<file path="src/rtl/term_pkg.sv">
// Shared types and constants for the character terminal controller.
// Holds the FSM state enum, control bytes, blank cell value and VRAM widths.
package term_pkg;

    localparam int ADDR_W = 11;
    localparam int X_W    = 6;
    localparam int Y_W    = 5;
    localparam int DATA_W = 9;

    localparam logic [DATA_W-1:0] BLANK = 9'h020;

    localparam logic [7:0] CH_BEL = 8'h07;
    localparam logic [7:0] CH_BS  = 8'h08;
    localparam logic [7:0] CH_LF  = 8'h0A;
    localparam logic [7:0] CH_FF  = 8'h0C;
    localparam logic [7:0] CH_CR  = 8'h0D;
    localparam logic [7:0] CH_SO  = 8'h0E;
    localparam logic [7:0] CH_SI  = 8'h0F;
    localparam logic [7:0] PR_LO  = 8'h20;
    localparam logic [7:0] PR_HI  = 8'h7E;

`ifdef TERM_SCROLL_EN
    typedef enum logic [2:0] {
        ST_CLEAR,
        ST_IDLE,
        ST_PUT,
        ST_SCRL_RD,
        ST_SCRL_WR,
        ST_CLR_ROW
    } state_t;
`else
    typedef enum logic [2:0] {
        ST_CLEAR,
        ST_IDLE,
        ST_PUT,
        ST_CLR_ROW
    } state_t;
`endif

    function automatic logic is_printable(input logic [7:0] b);
        return (b >= PR_LO) && (b <= PR_HI);
    endfunction

endpackage

</file>
<file path="src/rtl/bel_pulse.sv">
// Visual bell timer: holds o_pulse high for BEL_TICKS clocks after i_trig.
// Ports: i_clk, i_rst_n, i_trig (restart), o_pulse (bell active).
module bel_pulse #(
    parameter int BEL_TICKS = 1200000
) (
    input  logic i_clk,
    input  logic i_rst_n,
    input  logic i_trig,
    output logic o_pulse
);

    localparam int CW = $clog2(BEL_TICKS + 1);

    logic [CW-1:0] cnt;

    always_ff @(posedge i_clk or negedge i_rst_n) begin
        if (!i_rst_n)
            cnt <= '0;
        else if (i_trig)
            cnt <= CW'(BEL_TICKS);
        else if (cnt != '0)
            cnt <= cnt - CW'(1);
    end

    assign o_pulse = (cnt != '0);

endmodule

</file>
<file path="src/rtl/term_ctrl.sv">
// Character terminal controller: consumes a byte stream and maintains a
// VRAM text screen (cursor, reverse video, CR/LF/BS/FF, scroll, visual bell).
// Ports: i_clk, i_rst_n, i_rx_data/i_rx_valid/o_rx_ready byte input,
// o_vram_addr/o_vram_din/i_vram_dout/o_vram_ce/o_vram_wre VRAM port A,
// o_reversev visual bell.
// Build option: TERM_SCROLL_EN makes a last-row line feed scroll the
// screen up; without it the cursor wraps to row 0 and that row is blanked.
module term_ctrl #(
    parameter int COLS      = 60,
    parameter int ROWS      = 17,
    parameter int BEL_TICKS = 1200000
) (
    input  logic        i_clk,
    input  logic        i_rst_n,
    input  logic [7:0]  i_rx_data,
    input  logic        i_rx_valid,
    output logic        o_rx_ready,
    output logic [10:0] o_vram_addr,
    output logic [8:0]  o_vram_din,
    input  logic [8:0]  i_vram_dout,
    output logic        o_vram_ce,
    output logic        o_vram_wre,
    output logic        o_reversev
);

    import term_pkg::*;

    localparam logic [X_W-1:0] LAST_X = X_W'(COLS - 1);
    localparam logic [Y_W-1:0] LAST_Y = Y_W'(ROWS - 1);

    state_t              state, state_n;
    logic [X_W-1:0]      cur_x, cur_x_n;
    logic [Y_W-1:0]      cur_y, cur_y_n;
    logic                rev, rev_n;
    logic [ADDR_W-1:0]   ptr, ptr_n;
    logic [7:0]          chr, chr_n;
    logic                lf;
    logic                bel_trig;
    logic                rx_ready;
    logic                ce;
    logic                wre;
    logic [ADDR_W-1:0]   addr;
    logic [DATA_W-1:0]   din;
    logic [X_W-1:0]      ptr_x;
    logic [Y_W-1:0]      ptr_y;
    logic                bel_on;

    // ptr doubles as a flat 0..2047 clear counter and a {row, col} walker
    assign ptr_x = ptr[X_W-1:0];
    assign ptr_y = ptr[ADDR_W-1:X_W];

`ifndef TERM_SCROLL_EN
    logic unused_dout;
    assign unused_dout = ^i_vram_dout;
`endif

    always_ff @(posedge i_clk or negedge i_rst_n) begin
        if (!i_rst_n)
            state <= ST_CLEAR;
        else
            state <= state_n;
    end

    always_ff @(posedge i_clk or negedge i_rst_n) begin
        if (!i_rst_n) begin
            cur_x <= '0;
            cur_y <= '0;
            rev   <= 1'b0;
            ptr   <= '0;
            chr   <= '0;
        end else begin
            cur_x <= cur_x_n;
            cur_y <= cur_y_n;
            rev   <= rev_n;
            ptr   <= ptr_n;
            chr   <= chr_n;
        end
    end

    always_comb begin
        state_n  = state;
        cur_x_n  = cur_x;
        cur_y_n  = cur_y;
        rev_n    = rev;
        ptr_n    = ptr;
        chr_n    = chr;
        lf       = 1'b0;
        bel_trig = 1'b0;
        rx_ready = 1'b0;
        ce       = 1'b0;
        wre      = 1'b0;
        addr     = '0;
        din      = '0;

        unique case (state)
            ST_CLEAR: begin
                ce    = 1'b1;
                wre   = 1'b1;
                addr  = ptr;
                din   = BLANK;
                ptr_n = ptr + ADDR_W'(1);
                if (ptr == '1) begin
                    cur_x_n = '0;
                    cur_y_n = '0;
                    state_n = ST_IDLE;
                end
            end
            ST_IDLE: begin
                rx_ready = 1'b1;
                addr     = {cur_y, cur_x};
                if (i_rx_valid) begin
                    unique case (1'b1)
                        is_printable(i_rx_data): begin
                            chr_n   = i_rx_data;
                            state_n = ST_PUT;
                        end
                        (i_rx_data == CH_CR): cur_x_n = '0;
                        (i_rx_data == CH_LF): lf = 1'b1;
                        (i_rx_data == CH_BS): begin
                            if (cur_x != '0)
                                cur_x_n = cur_x - X_W'(1);
                        end
                        (i_rx_data == CH_FF): begin
                            cur_x_n = '0;
                            cur_y_n = '0;
                            ptr_n   = '0;
                            state_n = ST_CLEAR;
                        end
                        (i_rx_data == CH_SO):  rev_n    = 1'b1;
                        (i_rx_data == CH_SI):  rev_n    = 1'b0;
                        (i_rx_data == CH_BEL): bel_trig = 1'b1;
                        default: ;
                    endcase
                end
            end
            ST_PUT: begin
                ce      = 1'b1;
                wre     = 1'b1;
                addr    = {cur_y, cur_x};
                din     = {rev, chr};
                state_n = ST_IDLE;
                if (cur_x == LAST_X) begin
                    cur_x_n = '0;
                    lf      = 1'b1;
                end else begin
                    cur_x_n = cur_x + X_W'(1);
                end
            end
`ifdef TERM_SCROLL_EN
            ST_SCRL_RD: begin
                ce      = 1'b1;
                addr    = ptr;
                state_n = ST_SCRL_WR;
            end
            ST_SCRL_WR: begin
                // read data for ptr arrives now; copy it one row up
                ce      = 1'b1;
                wre     = 1'b1;
                addr    = {ptr_y - Y_W'(1), ptr_x};
                din     = i_vram_dout;
                state_n = ST_SCRL_RD;
                if (ptr_x == LAST_X) begin
                    if (ptr_y == LAST_Y) begin
                        ptr_n   = {LAST_Y, X_W'(0)};
                        state_n = ST_CLR_ROW;
                    end else begin
                        ptr_n = {ptr_y + Y_W'(1), X_W'(0)};
                    end
                end else begin
                    ptr_n = ptr + ADDR_W'(1);
                end
            end
`endif
            ST_CLR_ROW: begin
                ce   = 1'b1;
                wre  = 1'b1;
                addr = ptr;
                din  = BLANK;
                if (ptr_x == LAST_X)
                    state_n = ST_IDLE;
                else
                    ptr_n = ptr + ADDR_W'(1);
            end
            default: state_n = ST_CLEAR;
        endcase

        // line feed shared by LF and end-of-line wrap after PUT
        if (lf) begin
            if (cur_y != LAST_Y) begin
                cur_y_n = cur_y + Y_W'(1);
            end else begin
`ifdef TERM_SCROLL_EN
                ptr_n   = {Y_W'(1), X_W'(0)};
                state_n = ST_SCRL_RD;
`else
                cur_y_n = '0;
                ptr_n   = '0;
                state_n = ST_CLR_ROW;
`endif
            end
        end
    end

    bel_pulse #(
        .BEL_TICKS (BEL_TICKS)
    ) u_bel (
        .i_clk   (i_clk),
        .i_rst_n (i_rst_n),
        .i_trig  (bel_trig),
        .o_pulse (bel_on)
    );

    // state resets to CLEAR, so outputs are forced low while reset is held
    assign o_rx_ready  = rx_ready & i_rst_n;
    assign o_vram_ce   = ce & i_rst_n;
    assign o_vram_wre  = wre & i_rst_n;
    assign o_vram_addr = i_rst_n ? addr : '0;
    assign o_vram_din  = i_rst_n ? din : '0;
    assign o_reversev  = bel_on;

endmodule

</file>
<file path="config.mk">
export PLATFORM = sky130hd
export DESIGN_NAME = term_ctrl
export DESIGN_NICKNAME = d
export VERILOG_FILES = /design/src/rtl/term_pkg.sv /design/src/rtl/bel_pulse.sv /design/src/rtl/term_ctrl.sv
export SDC_FILE = /design/constraint.sdc
export NUM_CORES = 1
export LEC_CHECK = 0
export CAP_MARGIN = 40
export CORE_MARGIN = 8
export CORE_UTILIZATION = 50
export CTS_CLUSTER_SIZE = 12
export DETAILED_ROUTE_END_ITERATION = 7
export PLACE_DENSITY_LB_ADDON = 0.15
export SLEW_MARGIN = 20
export SYNTH_ARGS = -nofsm -noshare
export SYNTH_HDL_FRONTEND = slang
export SYNTH_HIERARCHICAL = 1
export SYNTH_SLANG_ARGS = --single-unit
</file>
<file path="constraint.sdc">
create_clock -name i_clk -period 3.5 [get_ports i_clk]
set_input_delay 0.875 -clock i_clk [delete_from_list [all_inputs] [get_ports i_clk]]
set_output_delay 0.875 -clock i_clk [all_outputs]
set_load 0.03 [all_outputs]
</file>
# Word level (Yosys, flattened, before mapping)
# Cells that the tools add are included.
[word_totals]
register_bits = 55
romBits = 0
mem_count = 0
ram_bits = 0
word_cells = 94
latchBits = 0
output_inout_bits = 24
[classes]
div_mod_pow = 0
bitwise_logic = 2
n_mul = 0
n_shift = 0
mux = 41
n_addsub = 5
n_eq_ne = 21
order_cmp = 2
n_reduce_logical = 16
[ops]
columns = ["operator", "count"]
rows = [
  ["$mux 11", 6],
  ["$eq 8x4->1 const B", 6],
  ["$mux 21", 2],
  ["$pmux 11 s3", 1],
  ["$mux 5", 5],
  ["$mux 6", 4],
  ["$pmux 11 s2", 1],
  ["$reduce_bool 21->1", 1],
  ["$sub 21x1->21 const B", 1],
  ["$pmux 6 s3", 1],
  ["$pmux 9 s2", 1],
  ["$mux 3", 5],
  ["$ne 3x3->1 const B", 5],
  ["$eq 6x6->1 const B", 2],
  ["$pmux 3 s4", 1],
  ["$pmux 6 s2", 1],
  ["$add 11x1->11 const B", 1],
  ["$eq 11x11->1 const B", 1],
  ["$pmux 5 s2", 1],
  ["$mux 9", 1],
  ["$eq 8x3->1 const B", 1],
  ["$ge 8x6->1 const B", 1],
  ["$le 8x7->1 const B", 1],
  ["$mux 1", 8],
  ["other kinds (20)", 29],
]

# Longest topological paths before layout
[depth]
word_depth = 7
depth_mapped = 7
mapped_depth_nobuf = 7

# By module
# Netlist, hierarchy kept.
[modules_own_cells]
columns = ["module", "area_per_inst_um2", "instances", "cells_per_inst"]
rows = [
  ["term_ctrl", 2362.3, 1, 284],
  ["bel_pulse", 1222.4, 1, 127],
]

# Worst setup path after synthesis
# No wires, ideal clock.
[synth_timing]
path_type = "flip-flop to output port"
start = "reg u_bel.cnt[0]"
end = "out o_reversev"
t_arrival_ps = 2079
slack_ps = 546
path_buffers = 1
path_stages_with_launch = 7
cell_sequence = "dfrtp_1 > inv_1 > ha_1 > or4b_1 > or2_2 > clkbuf_1 > or3_1"
[synth_between]
elab_chain_len = 1
[synth_lines]
columns = ["item", "line", "rtl"]
rows = [
  ["start, declared", "bel_pulse.sv:14", "logic [CW-1:0] cnt;"],
  ["start signal, assigned", "bel_pulse.sv:20", "cnt <= CW'(BEL_TICKS);"],
  ["start signal, assigned", "bel_pulse.sv:22", "cnt <= cnt - CW'(1);"],
  ["$reduce_bool 21->1", "bel_pulse.sv:25", "assign o_pulse = (cnt != '0);"],
  ["end, declared", "term_ctrl.sv:23", "output logic o_reversev"],
]
# Every way passes these cells.

# Worst setup path after layout
# Same ends and word-level chain as after synthesis.

==> reports/metrics.csv <==
stage;metric;value;unit
run_status;outcome;finished clean;
power;vdd_drop_max;0.000259;V
final_layout;final_util;0.586;
logic_synthesis;syn_area_per_cell;8.72;um2
route;totalWireLength;9060;um
critical_path;start_kind;flip-flop;
sta;hold_viol;0;
floorplanning;ioPinCount;44;
power;power_density;420;mW/mm2
logic_synthesis;ys_warn_count;6;
logic_synthesis;synth-edff-count;0;
final_layout;nets;477;
clocking;hold_buffers;0;
clocking;cts_setup_buffers;0;
power;total_power;1.75;mW
clocking;clk_latency;0.31;ns
power;internal_power;1.14;mW
place;io_buffers;34;
clocking;clockRootBuffer;clkbuf_8;
final_layout;mostFrequentLayoutCell;dfrtp_1;
logic_synthesis;yosys-top-cells-area;dfrtp_1 (38%), a21oi_1 (4.9%), nand2_1 (4.4%);
floorplanning;start_util;0.505;
clocking;cts_sinks;55;
critical_path;worstRegToRegCells;7;
global_routing;antenna_found_initial;0;
route;drc;0;
floorplanning;die_w;101;um
power;combPwrFrac;0.249;
job;drv_cap;0;
power;leakage;1.72;nW
place;gp_congestion;0.860;
global_routing;gr-total-overflow;0;
sta;fin_tns_setup;0;ns
sta;worst_slew_pin_slew;0.617;ns
sta;setup_viol;0;
sta;timing.fmax;309;MHz
final_layout;final_cell_mix;dfrtp_1 (55), nand2_1 (42), a21oi_1 (35), nor2_1 (34), buf_4 (28);
final_layout;drive_above_1_share;0.142;
critical_path;worst_ep_arrival_time;2.36;ns
sta;slew_viol_final;0;
sta;fin_skew;0.00780;ns
power;switching_share;0.350;
logic_synthesis;syn-num-nets;439;
logic_synthesis;ys.flop_type;dfrtp_1;
logic_synthesis;yosysTopAreaCell;dfrtp_1;
clocking;cts_made_buffers;5;
clocking;clkSlewWorstSetupHoldPaths;0.11;ns
power;power.switching;0.612;mW
route;via_count;3318;
logic_synthesis;synth_top_cell_area_share;0.384;
global_routing;grtUsageTotal;0.186;
power;p_seq_frac;0.490;
sta;timing.slew.headroom;0.588;
power;p_clk_frac;0.261;
floorplanning;coreArea;0.00710;mm2
route;drt_iter0_drc;272;
critical_path;timing.rr.end;u_bel/cnt[14];
sta;fin_crit;3.24;ns
logic_synthesis;async_flop_share;1.00;
final_layout;syn_to_final_growth;16.1;%
clocking;htreeDepth;2;
critical_path;r2r_slack;1.16;ns
critical_path;r2r_start;u_bel/cnt[0];
logic_synthesis;synth.ff_latch_count;55;
critical_path;crit_type;flip-flop to output pin;
critical_path;cp-end-kind;output pin;
place;hpwl;6500;um
floorplanning;fp-row-count;31;
logic_synthesis;syn_area;0.00358;mm2
route;final_antenna_net_count;0;
floorplanning;die_height;101;um
final_layout;diodes;0;
floorplanning;die_area;0.0101;mm2
logic_synthesis;netlist_instances;411;
logic_synthesis;yosysSeqAreaShare;0.384;
route;via_per_inst;6.04;
sta;fin_crit_sh;0.924;
global_routing;grt_start_max_net_pins;31;
global_routing;grt_pass1_vias;3046;
clocking;cts_tree;built;
critical_path;cp_max_fo;8;
clocking;clockBufferDepth;2;
route;drt-pass1-iter-count;5;
sta;rsz0062_at_grt;no;
logic_synthesis;ys_types;70;
worst_hold_path;holdCritPathClass;input port to async pin;
global_routing;grt_pass1_wl;15400;um
route;wire_per_inst;16.5;um
critical_path;required;2.62;ns
-- how the worst max path moves through the flow --
stage / depth (start not counted) / end / from
final: 6 / o_reversev / u_bel/cnt[0]
after global routing: 6 / o_reversev / u_bel/cnt[0]
after CTS: 6 / o_reversev / u_bel/cnt[0]
after detailed placement: 6 / o_reversev / u_bel/cnt[0]
after global placement: 6 / o_reversev / u_bel/cnt[0]
after floorplan: 6 / o_reversev / u_bel/cnt[0]
-- repair_timing --
item | in CTS | in global routing
hold endpoints to repair | 0 | 0
gates resized for setup | 1 | 2
setup endpoints to repair | 1 | 1
-- critical path: stages (launching register included) --
cell,delay [ns]
dfrtp_1,0.44
inv_1,0.10
ha_1,0.16
or4b_1,0.45
or2_2,0.36
or3_1,0.35
clkbuf_2,0.19
-- power groups by stage --
stage / Combinational, mW / Clock, mW / Sequential [mW]
6_report: 0.435 / 0.457 / 0.858
2_1_floorplan: 0.308 / 0 / 0.824
4_1_cts: 0.436 / 0.468 / 0.855
3_3_place_gp: 0.425 / 0 / 0.860
5_1_grt: 0.486 / 0.496 / 0.878
3_5_place_dp: 0.433 / 0 / 0.865
-- registers in the layout (all words and copies together), names as in the netlist --
name and cells:
cur_x 6, state 3, u_bel/cnt 21, cur_y 5, rev 1, chr 8, ptr 11
-- layer usage --
layer	vias up	global-route usage	wire length [um]
li1	1616	-	-
met1	1594	0.274	4480
met2	99	0.268	3940
met3	9	0.0325	538
met4	0	0.0512	99
met5	-	0	0
-- Yosys cell counts, types with 4 or more instances --
master	instances
dfrtp_1	55
o31ai_1	6
a21o_1	4
or4_1	6
or3b_1	4
a21oi_1	35
nand3_1	18
clkbuf_1	14
o22ai_1	4
nand2b_1	5
nand4_1	6
mux2_2	5
nor3b_1	4
nor3_1	11
nor2b_1	5
or2_2	5
a31oi_1	6
nand2_1	42
and3_1	9
ha_1	8
and2_1	4
nor2_1	34
o21ai_0	22
nor4_1	10
or3_1	5
mux2i_1	4
inv_1	12
mux2_1	5
-- layout make-up --
class                           instances  area (um2)
Fill cell                             650        2940
Multi-Input combinational cell        326        2090
Sequential cell                        55        1380
Timing Repair Buffer                   49         405
Tap cell                               99         124
Clock buffer                            6        82.6
Inverter                               12        45.0
Clock inverter                          2        38.8
-- logic make-up (layout without fill, tap and decap cells) --
| logic type | Yosys count | count (layout) | share of synthesized area |
|---|---|---|---|
| AOI/OAI and AO/OA | 114 | 114 | 0.213 |
| xor gates and xnor gates | 2 | 2 | 0.00489 |
| adders and majority gates | 8 | 8 | 0.0279 |
| buffers and inverters | 30 | 69 | 0.0342 |
| DFF | 55 | 55 | 0.384 |
| muxes | 14 | 14 | 0.0426 |
| other | 1 | 1 | 0.00105 |
| and+or+nand+nor | 187 | 187 | 0.292 |
-- metrics by stage --
step	instance area (um2)	setup slack (ns)	cells	hold WS (ns)
6_report	4160	0.264	549	0.429
5_1_grt	4160	0.122	549	0.442
4_1_cts	4170	0.0833	549	0.435
3_5_place_dp	4050	0.199	541	0.467
3_3_place_gp	4040	0.208	540	0.465
2_1_floorplan	3580	0.546	411	0.444
(Power assumes the default switching activity.)
